## src/rtl/cfg_stream_loader.sv

```systemverilog
// cfg_stream_loader: serial configuration bitstream deserialiser with sync hunt and additive checksum
//   clock, reset_n : rising-edge clock, asynchronous active-low reset
//   cfg_si, cfg_en : serial data (MSB-first per word) and its bit-valid qualifier
//   cfg_restart    : synchronous return to HUNT; loaded words are kept
//   cfg_words      : flattened word array, word i at [32i+31:32i]
//   cfg_done, cfg_error, fabric_en, cfg_busy : load status; fabric_en mirrors cfg_done
module cfg_stream_loader #(
  parameter int NUM_WORDS = 56,
  parameter logic [31:0] SYNC_WORD = 32'hA5C3_0F1E,
  parameter int WORD_W = 32
) (
  input  logic                        clock,
  input  logic                        reset_n,
  input  logic                        cfg_si,
  input  logic                        cfg_en,
  input  logic                        cfg_restart,
  output logic [NUM_WORDS*WORD_W-1:0] cfg_words,
  output logic                        cfg_done,
  output logic                        cfg_error,
  output logic                        fabric_en,
  output logic                        cfg_busy
);
  localparam int IW = $clog2(NUM_WORDS + 1);
  typedef enum logic [2:0] {HUNT, LOAD, CHECK, DONE, ERROR} state_t;
  state_t state;
  logic [WORD_W-1:0] sr, acc;
  logic [4:0] bit_cnt;
  logic [IW-1:0] idx;
  logic [WORD_W-1:0] nxt;
  assign nxt = {sr[WORD_W-2:0], cfg_si};
  assign fabric_en = cfg_done;
  always_ff @(posedge clock or negedge reset_n)
    if (!reset_n) begin
      state <= HUNT;
      sr <= '0;
      acc <= '0;
      bit_cnt <= '0;
      idx <= '0;
      cfg_words <= '0;
      cfg_done <= 1'b0;
      cfg_error <= 1'b0;
      cfg_busy <= 1'b0;
    end else if (cfg_restart) begin
      state <= HUNT;
      sr <= '0;
      acc <= '0;
      bit_cnt <= '0;
      idx <= '0;
      cfg_done <= 1'b0;
      cfg_error <= 1'b0;
      cfg_busy <= 1'b0;
    end else if (cfg_en) begin
      sr <= nxt;
      case (state)
        HUNT:
          if (nxt == SYNC_WORD) begin
            state <= LOAD;
            bit_cnt <= '0;
            idx <= '0;
            acc <= '0;
            cfg_done <= 1'b0;
            cfg_error <= 1'b0;
            cfg_busy <= 1'b1;
          end
        LOAD: begin
          bit_cnt <= bit_cnt + 5'd1;
          if (bit_cnt == 5'd31) begin
            cfg_words[idx*WORD_W +: WORD_W] <= nxt;
            acc <= acc + nxt;
            idx <= idx + IW'(1);
            if (idx == IW'(NUM_WORDS - 1)) state <= CHECK;
          end
        end
        CHECK: begin
          bit_cnt <= bit_cnt + 5'd1;
          if (bit_cnt == 5'd31) begin
            state <= (nxt == acc) ? DONE : ERROR;
            cfg_done <= (nxt == acc);
            cfg_error <= (nxt != acc);
            cfg_busy <= 1'b0;
          end
        end
        default: ;
      endcase
    end
endmodule

```

## config.mk

```make
export PLATFORM = sky130hd
export DESIGN_NAME = cfg_stream_loader
export DESIGN_NICKNAME = d
export VERILOG_FILES = /design/src/rtl/cfg_stream_loader.sv
export SDC_FILE = /design/constraint.sdc
export NUM_CORES = 2
export LEC_CHECK = 0
export CORE_AREA = 2 2 709 711
export CTS_CLUSTER_DIAMETER = 120
export DETAILED_ROUTE_END_ITERATION = 12
export DIE_AREA = 0 0 711 713
export PLACE_DENSITY = 0.34
export SETUP_SLACK_MARGIN = 0.15
export SLEW_MARGIN = 30
export SYNTH_ARGS = -nofsm -noshare
export SYNTH_HDL_FRONTEND = slang
export SYNTH_SLANG_ARGS = --single-unit
```

## constraint.sdc

```tcl
create_clock -name clock -period 3.1 [get_ports clock]
set_input_delay 0.31 -clock clock [delete_from_list [all_inputs] [get_ports clock]]
set_output_delay 0.31 -clock clock [all_outputs]
set_load 0.02 [all_outputs]
```

# Word-level counts from Yosys, hierarchy flattened
# Index checks and enable logic that the tools add are counted.
# W data, S select, Z words.
# word_totals
latchBits	0
mem_bits_rw	0
mem_bits_ro	0
reg_bits	1872
input_bits	5
memories	0
# op_classes
eq_ne	11
n_mul	0
n_div	0
bitwise_logic	1
n_addsub	4
n_shift	2
reduce_logical	12
n_mux	39
n_lt_le_gt_ge	0
# ops
operator	n
$bwmux W1792	1
$shift A32 B34 Y1792 const A	1
$shiftx A32 B34 Y1792	1
$mux W32	4
$pmux W32 S2	1
$mux W31	2
$neg A11 Y34	1
$add A32 B32 Y32	1
$eq A32 B32 Y1	1
$eq A32 B32 Y1 const B	1
$ne A32 B32 Y1	1
$mux W6	4
$mux W3	7
$mux W5	3
$ne A3 B3 Y1 const B	4
$pmux W6 S2	1
$reduce_and A4 Y1	3
$mux W1	11
$pmux W5 S2	1
$pmux W3 S3	1
$reduce_bool A3 Y1	3
$add A6 B1 Y6 const B	1
$eq A6 B6 Y1 const B	1
$pmux W1 S2	3
other kinds (11)	11

# Logic depth before layout (Yosys ltp)
# logic_depth
ltp_word	6
depth_mapped	14
mapped_depth_nobuf	10

# Worst setup path before layout
# OpenSTA, ideal clock, no wires.
# synth_timing
path_type	reg2reg
from	register idx[0]
to	register cfg_words[1218]
t_required_ns	2.975
path_stages_with_launch	14
setup_time_ns	0.125
arrival_time_ns	3.044
setup_slack_ns	-0.069
path_cell_list	dfrtp_1 -> clkbuf_1 -> clkbuf_1 -> inv_1 -> ha_1 -> clkbuf_1 -> nand2_1 -> xor2_1 -> nor3b_1 -> and2_1 -> inv_1 -> nor3_2 -> buf_2 -> mux2_2
# synth_via
elab_chain_cells	3
# synth_rtl
item	line_no	text
start, declared	28	logic [IW-1:0] idx;
start signal, assigned	70	idx <= idx + IW'(1);
$neg A11 Y34 *	68	cfg_words[idx*WORD_W +: WORD_W] <= nxt;
$shiftx A32 B34 Y1792 or $shift A32 B34 Y1792 (tied branches)	68	
$bwmux W1792 *	68	
end signal, assigned by index	68	
end, declared	17	output logic [NUM_WORDS*WORD_W-1:0] cfg_words,
# Every way passes the cells marked *; elsewhere a longest branch is shown, timed or not.
# A chain may end at the register's enable or synchronous reset.

# Worst setup path after layout
# layout_timing
from	register idx[0]
to	register cfg_words[1673]
# The elaborated chain is that of the path after synthesis.

==> flow_summary.yaml <==
outcome:
  status: "finished, final reports clean"
run:
  maxCapViolCount: 0
layout:
  layout.cells.non_filler: 14600
  final_cell_mix: "dfrtp_1 (1838), clkdlybuf4s50_1 (1796), nand2_1 (1113)"
  fill_cells: 54000
  final_common_cell: "dfrtp_1"
  nNetsFinal: 7710
  area_growth_pct: 52.1
  drive_gt1_share_pct: 21.8
die:
  die_x_um: 711
  die_h_um: 713
  start_util_pct: 14.2
  io_pins: 1801
  row_count: 260
  die_area_um2: 507000
  design.core.area_um2: 500000
worst_setup_path:
  ff2ff_path_depth: 9
  cp_cell_sequence: "buf_4 > nor2_4 > and3b_1 > ha_1 > buf_4 > nor2_4 > buf_12 > nand2_1 > o21ai_0"
  end_kind: "flip-flop"
  worstPathRequired_ps: 3900
  critPathMaxStageDelay_ps: 540
  startpoint_type: "flip-flop"
  crit_start: "idx[0]$_DFFE_PN0P_"
  r2r_start: "idx[0]$_DFFE_PN0P_"
  r2r-end: "cfg_words[1673]$_DFFE_PN0P_"
  worstPathArrival_ps: 3630
  timing.reg2reg.setup_slack_ps: 270
  crit_slowest_cell: "nand2_1"
  critPathKind: "reg2reg"
  crit_fanout: 32
yosys:
  synth.distinct_cells: 60
  avgSynthCellArea_um2: 12.3
  synth_area_leaders: "dfrtp_1 (66%), mux2_2 (14%), nand2_1 (6.1%)"
  synthFlopType: "dfrtp_1"
  synth_cells: 5788
  synth_seq_cells: 1872
  synth_top_cell_by_area: "dfrtp_1"
  synthesis.area_um2: 71200
  ys_seq_area_share_pct: 65.8
  synth_edf_count: 0
  synth.net_count: 5830
  async_reset_ff_share_pct: 100
  synth.top_cell.area_share_pct: 65.8
  yosys_warnings: 0
power:
  pwr-share-seq_pct: 45.2
  clkPwrFrac_pct: 52.6
  power_leakage_nw: 46.9
  netSwitchingFraction_pct: 23.4
  power_density_nw_per_um2: 501
  ir_drop_mv: 0.521
  p_comb_share_pct: 2.2
  internal-power_mw: 41.5
  p_switching_mw: 12.7
timing:
  rsz0062_at_grt: "yes"
  finalClockSkew_ps: 115
  final-hold-violation-count: 0
  max_slew.worst_pin.slew_ps: 882
  fmax_ghz: 0.353
  setup_violations: 0
  setup-tns-final_ps: 0
  fin_crit_ps: 2830
  slew_headroom_pct: 41.2
  maxSlewViolCount: 0
  finalCritPeriodShare_pct: 91.4
placement:
  gp_congestion: 0.780
  place_inst: 14100
  place.port_buffers: 1800
  dp_hpwl_um: 296000
drt:
  totalWireLength_um: 411000
  vias_per_cell: 3.64
  wl_met2_um: 209000
  drtIter0Drc: 2959
  post-route-drc-count: 0
  ant_nets: 0
  vias: 53100
  wl_per_cell_um: 28.2
  wl_met3_um: 25900
  firstDrtPassIters: 7
  topRoutingLayerUsed: "met5"
  met1_length_um: 163000
global_route:
  grt_overflow: 0
  grt_use_total_pct: 15.7
  antenna_found_initial: 74
  grt_pass1_wl_um: 540000
  grt_start_max_net_pins: 130
  grt_pass1_vias: 55100
clock_tree:
  htree_levels: 4
  numCtsBuffers: 240
  cts_tree: "done"
  clockBufferDepth: 4
  path_clk_slew_ps: 70
  clk_latency_ps: 980
  clock_sinks: 1872
  clock-root-buffer: "clkbuf_16"
min_path:
  hold_path_class: "in2async"
## registers in the layout (all words and copies together), names as in the netlist
name	count
acc	32
bit_cnt	5
cfg_busy	1
cfg_done	1
cfg_error	1
cfg_words	1792
idx	6
sr	31
state	3
## worst max-delay path by stage
| stage | to | slack, ps | cells past startpoint |
|---|---|---|---|
| final | cfg_words[1673]$_DFFE_PN0P_ | 270 | 9 |
| after global routing | cfg_words[1241]$_DFFE_PN0P_ | 110 | 11 |
| after floorplan | cfg_words[173]$_DFFE_PN0P_ | 50 | 13 |
| after global placement | cfg_words[432]$_DFFE_PN0P_ | 30 | 9 |
| after detailed placement | cfg_words[1755]$_DFFE_PN0P_ | 50 | 9 |
| after CTS | idx[5]$_DFFE_PN0P_ | 150 | 8 |
## Yosys cell counts, types with 25 or more instances
master and count:
a21oi_1 36, buf_2 91, clkbuf_1 390, dfrtp_1 1872, ha_1 36, mux2_2 885, mux2i_1 33, nand2_1 1162
nor2_1 73, nor3_1 25, o21ai_0 807, o21ai_1 47, o31ai_1 98
## per-stage QoR
step / utilization (%) / hold slack (ps) / cell area [um2] / setup WS, ps / total power, mW
after floorplan: - / 14.4 / 71200 / 54.6 / 25.2
after global placement: 20.0 / 375 / 99700 / 34.5 / 26.2
after detailed placement: 20.0 / 374 / 99800 / 50.5 / 26.2
after CTS: 21.6 / 13.6 / 108000 / 152 / 55.4
after global routing: 21.7 / 51.0 / 108000 / 111 / 56.4
final: 21.7 / 92.6 / 108000 / 265 / 54.3
## area by class of cell
| cell class | count | area, um2 | share of cell area, % |
|---|---|---|---|
| multi-input combinational | 3411 | 22800 | 21.1 |
| timing repair buffer | 2127 | 22000 | 20.3 |
| antenna | 37 | 92.6 | 0.0855 |
| inverter | 16 | 60.1 | 0.0555 |
| tap | 6681 | 8360 | 7.72 |
| clock inverter | 78 | 1030 | 0.955 |
| sequential | 1872 | 47000 | 43.4 |
| clock buffer | 350 | 6930 | 6.40 |
## logic make-up after synthesis
logic type | count (synthesis) | synth area share (%)
flip-flops | 1872 | 65.8
AND/OR/NAND/NOR | 1345 | 7.48
AO/OA/AOI/OAI | 1065 | 8.15
multiplexers | 929 | 14.6
buffers and inverters | 505 | 2.84
adder cells (fa/ha/maj) | 37 | 0.661
XOR/XNOR | 35 | 0.431
## power groups by stage
stage | Combinational (mW) | Sequential [mW] | Clock, mW
4_1_cts | 1.27 | 24.5 | 29.6
6_report | 1.21 | 24.5 | 28.5
5_1_grt | 1.39 | 24.5 | 30.5
3_5_place_dp | 1.25 | 25.0 | 0
2_1_floorplan | 0.302 | 24.9 | 0
3_3_place_gp | 1.23 | 25.0 | 0
## worst max-delay path, delay by kind of cell, from the launching register on
| kind | cells | cell delay, ps |
|---|---|---|
| adder cells (fa/ha/maj) | 1 | 280 |
| flip-flops | 1 | 430 |
| AND/OR/NAND/NOR | 4 | 930 |
| buffers and inverters | 3 | 570 |
| AO/OA/AOI/OAI | 1 | 340 |
## routing by layer
metal | up-vias | track usage, %
li1 | 23500 | -
met1 | 27400 | 18.4
met2 | 1753 | 28.0
met3 | 421 | 3.81
met4 | 2 | 4.86
met5 | - | 0
## timing repair
item	CTS	global route
gates cloned	1	2
resized for setup	16	24
pin swaps	2	7
hold endpoints to repair	766	0
hold buffers	3	0
buffers inserted	4	10
setup endpoints to repair	536	362
No activity file was read; power rests on OpenSTA's default activity.
